<file path="config.mk">
export PLATFORM = sky130hd
export DESIGN_NAME = i2c_slave
export DESIGN_NICKNAME = d
export VERILOG_FILES = /design/src/rtl/i2c_slave.sv
export SDC_FILE = /design/constraint.sdc
export NUM_CORES = 1
export LEC_CHECK = 0
export ABC_CLOCK_PERIOD_IN_PS = 3980
export CORE_ASPECT_RATIO = 2
export CORE_MARGIN = 2
export CORE_UTILIZATION = 59
export DETAILED_ROUTE_END_ITERATION = 10
export PLACE_DENSITY_LB_ADDON = 0.3
export SLEW_MARGIN = 5
export SYNTH_ARGS = -nofsm -noshare
export SYNTH_HDL_FRONTEND = slang
export SYNTH_SLANG_ARGS = --single-unit
</file>
<file path="constraint.sdc">
create_clock -name clk -period 3.98 [get_ports clk]
set_input_delay 0.796 -clock clk [delete_from_list [all_inputs] [get_ports clk]]
set_output_delay 0.796 -clock clk [all_outputs]
set_load 0.01 [all_outputs]
</file>
<file path="src/rtl/i2c_slave.sv">
// i2c_slave: 7-bit addressed I2C target, byte-wide receive and transmit.
// SCL/SDA are oversampled by clk; SDA is driven open-drain via sda_oe.
// SCL is only observed, never stretched.
module i2c_slave #(
    parameter logic [6:0] SLAVE_ADDR = 7'b1100101
) (
    input  logic       clk,
    input  logic       rs,
    input  logic       scl,
    input  logic       sda,
    output logic       sda_oe,
    output logic [7:0] rx_data,
    output logic       rx_valid,
    input  logic [7:0] tx_data,
    output logic       tx_req,
    output logic       rw_flag,
    output logic       busy,
    output logic       stop_det
);

    typedef enum logic [2:0] {
        ST_IDLE     = 3'd0,
        ST_ADDR     = 3'd1,
        ST_ADDR_ACK = 3'd2,
        ST_RX       = 3'd3,
        ST_RX_ACK   = 3'd4,
        ST_TX       = 3'd5,
        ST_TX_ACK   = 3'd6
    } state_e;

    // Synchroniser stages plus one history flop per pin.
    logic scl_s1_q, scl_s2_q, scl_h_q;
    logic sda_s1_q, sda_s2_q, sda_h_q;

    // Protocol state.
    state_e     state_q;
    logic [2:0] bit_cnt_q;
    logic [6:0] shift_q;
    logic       byte_done_q;
    logic       mst_ack_q;

    // Registered outputs.
    logic       sda_oe_q;
    logic [7:0] rx_data_q;
    logic       rx_valid_q;
    logic       tx_req_q;
    logic       rw_q;
    logic       busy_q;
    logic       stop_det_q;

    // Decoded bus events on the synchronised levels.
    logic       scl_rise_s;
    logic       scl_fall_s;
    logic       start_s;
    logic       stop_s;
    logic [7:0] rx_byte_d;

    assign scl_rise_s = scl_s2_q & ~scl_h_q;
    assign scl_fall_s = ~scl_s2_q & scl_h_q;
    // Conditions are qualified with the current synchronised SCL so that an
    // SDA change arriving together with an SCL fall is not taken as START/STOP.
    assign start_s    = scl_s2_q & sda_h_q & ~sda_s2_q;
    assign stop_s     = scl_s2_q & ~sda_h_q & sda_s2_q;
    // Byte as it stands once the bit currently on SDA is shifted in.
    assign rx_byte_d  = {shift_q, sda_s2_q};

    // Bring SCL/SDA into the clk domain; reset to the idle-bus level (high)
    // so that leaving reset never looks like a START or STOP.
    always_ff @(posedge clk or negedge rs) begin
        if (!rs) begin
            scl_s1_q <= 1'b1;
            scl_s2_q <= 1'b1;
            scl_h_q  <= 1'b1;
            sda_s1_q <= 1'b1;
            sda_s2_q <= 1'b1;
            sda_h_q  <= 1'b1;
        end else begin
            scl_s1_q <= scl;
            scl_s2_q <= scl_s1_q;
            scl_h_q  <= scl_s2_q;
            sda_s1_q <= sda;
            sda_s2_q <= sda_s1_q;
            sda_h_q  <= sda_s2_q;
        end
    end

    // Protocol FSM: samples SDA on SCL rises, changes SDA drive only on SCL
    // falls; START/STOP take precedence over any SCL edge in the same clk.
    always_ff @(posedge clk or negedge rs) begin
        if (!rs) begin
            state_q     <= ST_IDLE;
            bit_cnt_q   <= 3'd0;
            shift_q     <= 7'd0;
            byte_done_q <= 1'b0;
            mst_ack_q   <= 1'b0;
            sda_oe_q    <= 1'b0;
            rx_data_q   <= 8'h00;
            rx_valid_q  <= 1'b0;
            tx_req_q    <= 1'b0;
            rw_q        <= 1'b0;
            busy_q      <= 1'b0;
            stop_det_q  <= 1'b0;
        end else begin
            rx_valid_q <= 1'b0;
            tx_req_q   <= 1'b0;
            stop_det_q <= 1'b0;
            if (start_s) begin
                // A (repeated) START always restarts address reception.
                state_q     <= ST_ADDR;
                bit_cnt_q   <= 3'd0;
                byte_done_q <= 1'b0;
                sda_oe_q    <= 1'b0;
                busy_q      <= 1'b0;
            end else if (stop_s) begin
                state_q     <= ST_IDLE;
                bit_cnt_q   <= 3'd0;
                byte_done_q <= 1'b0;
                sda_oe_q    <= 1'b0;
                busy_q      <= 1'b0;
                stop_det_q  <= busy_q;
            end else begin
                case (state_q)
                    ST_IDLE: begin
                        sda_oe_q <= 1'b0;
                    end
                    ST_ADDR: begin
                        if (scl_rise_s) begin
                            shift_q   <= rx_byte_d[6:0];
                            bit_cnt_q <= bit_cnt_q + 3'd1;
                            if (bit_cnt_q == 3'd7) begin
                                if (rx_byte_d[7:1] == SLAVE_ADDR) begin
                                    rw_q        <= rx_byte_d[0];
                                    busy_q      <= 1'b1;
                                    byte_done_q <= 1'b1;
                                end else begin
                                    // Not for us: stay off the bus until next START.
                                    state_q  <= ST_IDLE;
                                    sda_oe_q <= 1'b0;
                                end
                            end
                        end else if (scl_fall_s && byte_done_q) begin
                            byte_done_q <= 1'b0;
                            sda_oe_q    <= 1'b1;
                            state_q     <= ST_ADDR_ACK;
                        end
                    end
                    ST_ADDR_ACK: begin
                        // ACK is held through the 9th high phase; act on its fall.
                        if (scl_fall_s) begin
                            bit_cnt_q <= 3'd0;
                            if (rw_q) begin
                                shift_q  <= tx_data[6:0];
                                sda_oe_q <= ~tx_data[7];
                                tx_req_q <= 1'b1;
                                state_q  <= ST_TX;
                            end else begin
                                sda_oe_q <= 1'b0;
                                state_q  <= ST_RX;
                            end
                        end
                    end
                    ST_RX: begin
                        if (scl_rise_s) begin
                            shift_q   <= rx_byte_d[6:0];
                            bit_cnt_q <= bit_cnt_q + 3'd1;
                            if (bit_cnt_q == 3'd7) begin
                                rx_data_q   <= rx_byte_d;
                                rx_valid_q  <= 1'b1;
                                byte_done_q <= 1'b1;
                            end
                        end else if (scl_fall_s && byte_done_q) begin
                            byte_done_q <= 1'b0;
                            sda_oe_q    <= 1'b1;
                            state_q     <= ST_RX_ACK;
                        end
                    end
                    ST_RX_ACK: begin
                        if (scl_fall_s) begin
                            sda_oe_q  <= 1'b0;
                            bit_cnt_q <= 3'd0;
                            state_q   <= ST_RX;
                        end
                    end
                    ST_TX: begin
                        if (scl_rise_s) begin
                            bit_cnt_q <= bit_cnt_q + 3'd1;
                            if (bit_cnt_q == 3'd7) begin
                                byte_done_q <= 1'b1;
                            end
                        end else if (scl_fall_s) begin
                            if (byte_done_q) begin
                                // Hand SDA to the master for its ACK/NACK.
                                byte_done_q <= 1'b0;
                                sda_oe_q    <= 1'b0;
                                state_q     <= ST_TX_ACK;
                            end else begin
                                sda_oe_q <= ~shift_q[6];
                                shift_q  <= {shift_q[5:0], 1'b0};
                            end
                        end
                    end
                    ST_TX_ACK: begin
                        if (scl_rise_s) begin
                            if (sda_s2_q) begin
                                // NACK ends the read; SDA is already released.
                                mst_ack_q <= 1'b0;
                                sda_oe_q  <= 1'b0;
                                busy_q    <= 1'b0;
                                state_q   <= ST_IDLE;
                            end else begin
                                mst_ack_q <= 1'b1;
                            end
                        end else if (scl_fall_s && mst_ack_q) begin
                            mst_ack_q <= 1'b0;
                            bit_cnt_q <= 3'd0;
                            shift_q   <= tx_data[6:0];
                            sda_oe_q  <= ~tx_data[7];
                            tx_req_q  <= 1'b1;
                            state_q   <= ST_TX;
                        end
                    end
                    default: begin
                        state_q     <= ST_IDLE;
                        bit_cnt_q   <= 3'd0;
                        byte_done_q <= 1'b0;
                        sda_oe_q    <= 1'b0;
                        busy_q      <= 1'b0;
                    end
                endcase
            end
        end
    end

    assign sda_oe   = sda_oe_q;
    assign rx_data  = rx_data_q;
    assign rx_valid = rx_valid_q;
    assign tx_req   = tx_req_q;
    assign rw_flag  = rw_q;
    assign busy     = busy_q;
    assign stop_det = stop_det_q;

endmodule

</file>
# After elaboration in Yosys (flattened, before gate mapping)
# Index checks and enable logic that the tools add are counted.
# classes
div_mod_pow,0
n_eq_ne,42
reduce_logical,19
n_lt_le_gt_ge,0
shift,0
muxes,83
n_addsub,1
multipliers,0
bitwise_logic,14
# ops
operator,count
two-way mux 3 bit,23
two-way mux 7 bit,8
!= test 4 bit (second input constant),14
two-way mux 1 bit,45
!= test 5 bit (second input constant),7
case mux 7 bit (4 select lines),1
case mux 3 bit (7 select lines),1
!= test 2 bit (second input constant),7
AND reduction 13 bit,1
== test 3 bit (second input constant),4
case mux 3 bit (4 select lines),1
AND reduction 6 bit,2
AND reduction 11 bit,1
AND reduction 5 bit,2
AND reduction 9 bit,1
!= test 4 x 1 -> 1 bit (second input constant),2
inverter 1 bit,8
AND reduction 4 bit,2
== test 7 bit (second input constant),1
bitwise AND 1 bit,6
== test 3 x 2 -> 1 bit (second input constant),2
!= test 3 x 1 -> 1 bit (second input constant),2
case mux 1 bit (6 select lines),1
OR reduction 5 bit,1
14 further kinds,16
# totals
wordCells,177
regBits,35
mem_count,0
mem_bits_rw,0
output_inout_bits,14
romBits,0
latch_bits,0
in_bits,12

# Depth between registers and ports, before layout
# Gate-level depths: netlist of the first run.
# depth
ltp_word,8
mapped_depth,8
depth_no_buf,7

# Worst setup path before layout of the first run
# No wires, ideal clock.
# synth_path
path_kind,register -> register
from,reg scl_h_q
to,reg state_q[1]
path_stages_with_launch,8
path_buffers,0
setup_time_ps,125
path_slack_ps,1889
required_time_ps,3855
arrival_time_ps,1966
synth_period_minus_slack_ps,2091
path_cell_list,dfstp_2 -> inv_1 -> ha_1 -> nor2b_1 -> a221o_1 -> a32oi_1 -> nand3_2 -> mux2_4
# synth_via
elab_chain_len,6
word_cells_on_any_way,22
cone_classes,eq/ne: 11; mux: 5; bitwise: 3; reduce/logical: 3
# synth_rtl
item,line,source
start: declaration,32,"logic scl_s1_q, scl_s2_q, scl_h_q;"
start signal: assignment,80,scl_h_q <= scl_s2_q;
inverter 1 bit,58,assign scl_rise_s = scl_s2_q & ~scl_h_q;
bitwise AND 1 bit,58,
two-way mux 3 bit (on tied branches),"203, 127",
case mux 3 bit (7 select lines),122,case (state_q)
two-way mux 3 bit,114,end else if (stop_s) begin
two-way mux 3 bit,107,if (start_s) begin
end signal: assignment,109,state_q <= ST_ADDR;
end signal: assignment,115,state_q <= ST_IDLE;
end signal: assignment,209,state_q <= ST_IDLE;
end: declaration,36,state_e state_q;
# Parallel ways exist; a longest one is shown, timed or not.
# A chain may end at the register's enable or synchronous reset.

# Worst setup path after layout of the first run
# layout_path
from,reg scl_h_q
to,reg shift_q[2]
# layout_via
elab_chain_len,4
word_cells_on_any_way,11
cone_classes,eq/ne: 6; bitwise: 3; reduce/logical: 2
# layout_rtl
item,line,source
bitwise AND 1 bit / inverter 1 bit (equally long branches),"59, 58",
logical AND 1 bit / bitwise AND 1 bit (equally long branches),"213, 58",
!= test 2 bit (no line) / != test 2 x 1 -> 1 bit (equally long branches),n/a,
AND reduction 11 bit (no line) (*),n/a,
end signal: assignment,128,shift_q <= rx_byte_d[6:0];
end signal: assignment,198,"shift_q <= {shift_q[5:0], 1'b0};"
end signal: assignment,216,shift_q <= tx_data[6:0];
end: declaration,38,logic [6:0] shift_q;
# Mark *: on every way between the ends. The rest lies on a longest branch, timed or not.

==> results by group, run 1 <==
Status
  – Outcome: complete, no violations

Flow run
  – Max Cap Viol: 0

Worst setup path
  – Critical Path AT: 2780 ps
  – Worst setup SP type: flop
  – Reg2reg start: scl_h_q
  – Crit Reg-Reg Endpoint: shift_q[2]
  – Largest fanout on the critical path: 17
  – Required time of the critical path: 4160 ps
  – Setup CP Type: reg2reg
  – CP Capture Type: flop
  – R2R depth: 6
  – Internal reg-to-reg setup slack: 1380 ps

Synth
  – Largest family of logic cells by synthesized area: simple AND/OR/NAND/NOR gates
  – Post-Synth Simple-Gate Area: 17.0%
  – Largest area contributor in the netlist: dfrtp_1
  – Main synth FF type: dfrtp_1
  – Synthesized area per cell: 10.9 sq um
  – Synth unique cells: 48
  – Synth top area share: 37.0%
  – Sequential share of the synthesized area: 45.0%
  – #FFs+latches synth: 35
  – Synthesized area: 0.00196 sq mm
  – Post-Synth XOR/XNOR Area: 1.27%
  – Synth top area cells: dfrtp_1, mux2_2, dfstp_2
  – Post-synthesis mux area share: 15.5%
  – Adder-cell share of the synthesized area: 3.19%
  – Synth async-reset ratio: 100%
  – Mapped Cells: 180
  – YS warnings: 0
  – Synth Area in Compound Gates: 13.6%
  – Post-synth EDFFs: 0
  – Post-Synthesis Net Count: 197

Cells and area
  – Fin cells: 236
  – Final Net Count: 221
  – Multi-input logic area: 993 sq um
  – Fill count: 243
  – Ant diodes: 0
  – Share of cells above drive strength 1: 23.4%
  – P&R area growth vs syn: 18.0%
  – Reg area: 883 sq um

Route
  – DRT iter0 DRCs: 33
  – Detailed-route wire length per cell: 19.3 um
  – Routed WL: 4.55 mm
  – Vias per cell: 6.54
  – Uppermost routed layer: met4
  – Routed length on met2: 2.46 mm
  – Via count: 1,543
  – Metal3 WL: 177 um
  – Post-Route M1 WL: 1.67 mm
  – Detailed Routing Iterations Pass 1: 4
  – Antenna Nets Post-Route: 0
  – DRC: 0

Clock network
  – Clk pin slew, worst setup/hold paths: 80 ps
  – H-Tree Level Count: 2
  – Post-CTS Resized: 0
  – CTS sink count: 35
  – Post-CTS Repair Setup Buffers: 0
  – CTS tree: done
  – Max clock buf depth: 2
  – Root buffer cell: clkbuf_8
  – Inserted Clock Buffers: 5
  – CTS hold repair buffers: 0
  – Worst-Skew Late Latency: 300 ps

GRT
  – GR Util All Layers: 27.0%
  – Largest net degree at the start of global routing: 36
  – Vias in the first global route: 1,629
  – Global-route wire length before repair: 7.52 mm
  – Gr ovfl total: 0
  – Initial antenna violation count: 0

Worst hold path
  – Worst Hold Depth: 0
  – Worst hold path startpoint: scl_s1_q
  – Worst Hold Class: reg2reg
  – Min-Delay Endpoint: scl_s2_q

STA
  – Slew margin rel.: 52.8%
  – Part of the cycle the worst path needs: 65.3%
  – Max Freq: 385 MHz
  – Final setup fails: 0
  – Max Slew Vio Count: 0
  – Clk_skew: 7.44 ps
  – Total negative slack: 0 ps
  – Final Hold Fails: 0
  – RSZ-0062 raised after global routing: false
  – Worst slew pin tran: 708 ps
  – Clock period minus worst slack: 2600 ps

Placement
  – IO buf count: 25
  – GPL Wtd Cong: 0.911
  – Hpwl dp: 3.19 mm
  – Placed instance count: 228

Power and ir drop
  – Pwr dens: 560 mW/mm^2
  – Max IR drop VDD: 0.000493 V
  – Leak Pwr: 0.975 nW

Floorplan
  – I/O Pins: 26
  – Starting density of the core: 61.5%
  – Core area: 0.00319 sq mm
  – Cell Rows: 29
  – Die X: 44.8 um
  – Die Ht: 85.6 um
  – Die area: 0.00383 sq mm
## critical path: stages (launching register included)
cell	delay [ps]
dfstp_2	560
inv_1	40
ha_1	360
o311ai_0	470
nand3_1	190
nor4_4	440
mux2_2	410
## stage by stage
stage	hold WS (ps)	cell area, sq um	power (mW)	utilization [%]	worst slack, ps
global route	361	2320	1.36	72.5	1240
CTS	354	2320	1.29	72.5	1420
detailed placement	351	2200	0.968	69.0	1460
floorplan	345	1960	0.862	-	1890
global placement	347	2200	0.953	69.0	1450
finish	354	2320	1.30	72.5	1380
## synth_stat cells, types with 2 or more instances
cell type,count
dfrtp_1,29
a221oi_1,2
buf_6,2
nor3b_1,2
mux2i_1,3
dfstp_2,6
a21oi_1,10
inv_1,8
nor2b_1,7
nand2_1,11
nand2b_1,2
and4bb_2,2
nor3_1,2
nor2_1,8
a31oi_1,2
ha_1,5
nand3_1,6
a211oi_1,2
mux2_2,23
nand4_1,4
o21ai_0,12
buf_2,6
## kinds of logic (layout without fill, tap and decap cells)
logic type / count (synthesis) / after routing
flops: 35 / 35
compound gates: 41 / 41
mux: 27 / 27
buf+inv: 17 / 42
xor+xnor: 2 / 2
fa+ha+maj: 5 / 5
simple gates: 53 / 53
## where the power goes
part,switching [mW],internal [mW],leakage (nW)
Clock,0.136,0.186,0.0581
Sequential,0.129,0.422,0.450
Combinational,0.209,0.215,0.467
## registers in the layout (all words and copies together) (netlist names), 3 cells and up
| register | count |
|---|---|
| state_q | 3 |
| bit_cnt_q | 3 |
| rx_data | 8 |
| shift_q | 7 |
## final cells by class
class,count,area share (%)
Clock inverter,3,1.89
Clock buffer,5,2.97
Multi-Input combinational cell,128,42.9
Inverter,8,1.30
Sequential cell,35,38.1
Tap cell,31,1.67
Timing Repair Buffer,26,11.1
## routing by layer
layer	track usage [%]	up-vias
met2	45.5	59
met5	0	-
met4	18.2	0
li1	-	706
met1	29.5	759
met3	4.42	19
## how the worst max path moves through the flow
stage	start	endpoint	slack (ps)
final	scl_h_q	shift_q[2]	1380
after global routing	scl_s2_q	state_q[1]	1240
after CTS	scl_s2_q	state_q[1]	1420
after detailed placement	scl_s2_q	state_q[1]	1460
after global placement	scl_s2_q	state_q[1]	1450
after floorplan	scl_h_q	state_q[1]	1890
## placed cells by master, fill, tap and decap left out, drive strengths merged, types with 2 or more instances in the layout
cell type      instances
o21ai                 12
and4bb                 2
nand2b                 2
nand4                  4
nand2                 11
ha                     5
a221oi                 2
dfrtp                 29
a21oi                 10
a211oi                 2
clkdlybuf4s50         25
mux2i                  3
dfstp                  6
clkbuf                 5
nand3                  7
nor2b                  7
nor3b                  2
nor4                   2
nor2                   8
a21boi                 2
nor3                   3
inv                    8
clkinv                 2
mux2                  24
a31oi                  2
No activity file was read; power rests on OpenSTA's default activity.
==> inputs of run 2 (changes only) <==
- ABC_CLOCK_PERIOD_IN_PS: 3980 -> 2300
- CORE_UTILIZATION: 59 -> 49
- clock period: 3.98 -> 2.3 ns (I/O delays scaled with it)
==> run 2 against run 1 <==
Sequential cell count unchanged. Register-to-register slack got worse by 1300 ps. Sequential share of layout area down 2.1 points. Count of clock-buffer cells in the layout increased by 2. Total power up 74%. Critical endpoint is now state_q[1]. Cell count grew 14%. Die area up 19%. Maximum frequency increased by 18%. Utilization is 8.8 points lower. Critical path depth grew 1.
==> results by group, run 2 (same netlist as run 1, synthesis figures left out) <==
Status
  – Outcome: complete, no violations

Cells and area
  – Design Area, Final: 0.00245 sq mm
  – Max FFs per register: 8
  – Commonest cells after routing, fill and taps aside: dfrtp_1, clkdlybuf4s50_1, mux2_2, buf_4, o21ai_0
  – Ant diodes: 0
  – Reg area: 883 sq um
  – Fin cells: 270
  – P&R area growth vs syn: 24.9%
  – Fill count: 328
  – Multi-input logic area: 0.00100 sq mm
  – Final cell utilization of the core: 63.8%
  – Share of cells above drive strength 1: 28.8%
  – Commonest non-fill, non-tap cell in the layout: dfrtp_1
  – Final Net Count: 235

STA
  – Part of the cycle the worst path needs: 95.8%
  – Max Slew Vio Count: 0
  – Max Freq: 454 MHz
  – Total negative slack: 0 ps
  – Slew margin rel.: 70.0%
  – Final setup fails: 0
  – Worst slew pin tran: 451 ps
  – Final Hold Fails: 0
  – Clk_skew: 4.54 ps
  – RSZ-0062 raised after global routing: false
  – Clock period minus worst slack: 2200 ps

Route
  – DRC: 0
  – Detailed Routing Iterations Pass 1: 5
  – Antenna Nets Post-Route: 0
  – Routed WL: 4.87 mm
  – DRT iter0 DRCs: 59
  – Vias per cell: 5.85
  – Detailed-route wire length per cell: 18.0 um
  – Via count: 1,580

Worst setup path
  – Critical Path AT: 2380 ps
  – Crit path cell chain: inv_1 > ha_2 > nor2b_1 > a221o_1 > a32oi_2 > nand3_2 > mux2_4
  – Worst setup SP type: flop
  – Setup CP Type: reg2reg
  – Reg2reg start: scl_h_q
  – Worst setup path startpoint: scl_h_q
  – Largest fanout on the critical path: 11
  – CP Capture Type: flop
  – Crit-path max cell delay: 550 ps
  – Required time of the critical path: 2480 ps
  – CP max stage cell: dfstp_2

Floorplan
  – Die Ht: 93.5 um
  – I/O Pins: 26
  – Starting density of the core: 51.1%
  – Cell Rows: 32
  – Die area: 0.00456 sq mm
  – Die X: 48.8 um
  – Core area: 0.00384 sq mm

GRT
  – GR Util All Layers: 24.0%
  – Gr ovfl total: 0
  – Met1 Usage GRT: 22.2%
  – Met2 Usage GRT: 44.6%
  – Global-route wire length before repair: 8.25 mm
  – Vias in the first global route: 1,727
  – Top Usage Layer GRT: met2
  – Largest net degree at the start of global routing: 36
  – Initial antenna violation count: 0
  – Met3 usage: 4.95%

Clock network
  – Root buffer cell: clkbuf_8
  – Max clock buf depth: 2
  – Post-CTS Repair Setup Buffers: 0
  – Post-CTS Resized: 0
  – Worst-Skew Late Latency: 290 ps
  – CTS hold repair buffers: 0
  – Inserted Clock Buffers: 5
  – CTS tree: done
  – CTS sink count: 35
  – H-Tree Level Count: 2
  – Clk pin slew, worst setup/hold paths: 70 ps

Placement
  – GPL Wtd Cong: 0.977
  – IO buf count: 25
  – Placed instance count: 262
  – Hpwl dp: 3.67 mm
  – Placed Area: 0.00235 sq mm

Power and ir drop
  – Max IR drop VDD: 0.000669 V
  – Final Power: 2.26 mW
  – Pwr dens: 920 mW/mm^2
  – Leak Pwr: 1.04 nW

Worst hold path
  – Worst hold path startpoint: scl_s1_q
  – Worst Hold Class: reg2reg

Flow run
  – Max Cap Viol: 0
run 2: stage by stage:
| step | hold slack (ps) | setup slack (ps) |
|---|---|---|
| 6_report | 354 | 96.0 |
| 5_1_grt | 368 | 30.6 |
| 4_1_cts | 363 | 0.590 |
| 3_5_place_dp | 348 | 15.9 |
| 3_3_place_gp | 346 | 55.0 |
| 2_1_floorplan | 164 | 209 |
run 2: metal layers:
metal | vias to the layer above | part of all wire [%]
li1 | 734 | -
met1 | 760 | 35
met2 | 63 | 56
met3 | 23 | 4.3
met4 | 0 | 5.5
met5 | - | 0
run 2: cell type report:
| type | instances | area share (%) |
|---|---|---|
| clock inverter | 1 | 0.357 |
| clock buffer | 7 | 3.52 |
| inverter | 8 | 1.23 |
| timing repair buffer | 40 | 15.3 |
| multi-input combinational | 128 | 40.9 |
| tap | 51 | 2.60 |
| sequential | 35 | 36.0 |
run 2: final timing paths:
check	endpoint	slack (ps)	cells after the start
worst max-delay path	state_q[1]	100	7
worst min-delay path	scl_s2_q	350	0
worst max register to register	state_q[1]	100	7
worst min register to register	scl_s2_q	350	0
max in group asynchronous	sda_s2_q	1380	2
min in group asynchronous	rw_flag	580	2
run 2: where the power goes:
| group | leakage, nW | switching (mW) | internal [mW] |
|---|---|---|---|
| registers | 0.450 | 0.141 | 0.732 |
| logic | 0.540 | 0.464 | 0.448 |
| clock network | 0.0484 | 0.225 | 0.245 |
| total | 1.04 | 0.831 | 1.43 |
run 2: worst max-delay path: cells and delay by family (launching register included):
kind                     cells  cell delay [ps]
buffers and inverters        1               50
multiplexers                 1              310
AO/OA/AOI/OAI                2              650
adder cells (fa/ha/maj)      1              240
AND/OR/NAND/NOR              2              300
flip-flops                   1              550
==> inputs of run 3 (changes only) <==
==> constraint.sdc (replaced) <==
create_clock -name clk -period 2.3 [get_ports clk]
set_input_delay 0.23 -clock clk [delete_from_list [all_inputs] [get_ports clk]]
set_output_delay 0.23 -clock clk [all_outputs]
set_load 0.01 [all_outputs]
==> results of run 3 <==
The final DEF is identical to that of run 2. Status: complete, no violations.
Among the figures that moved: hold slack 354 ps -> 345 ps
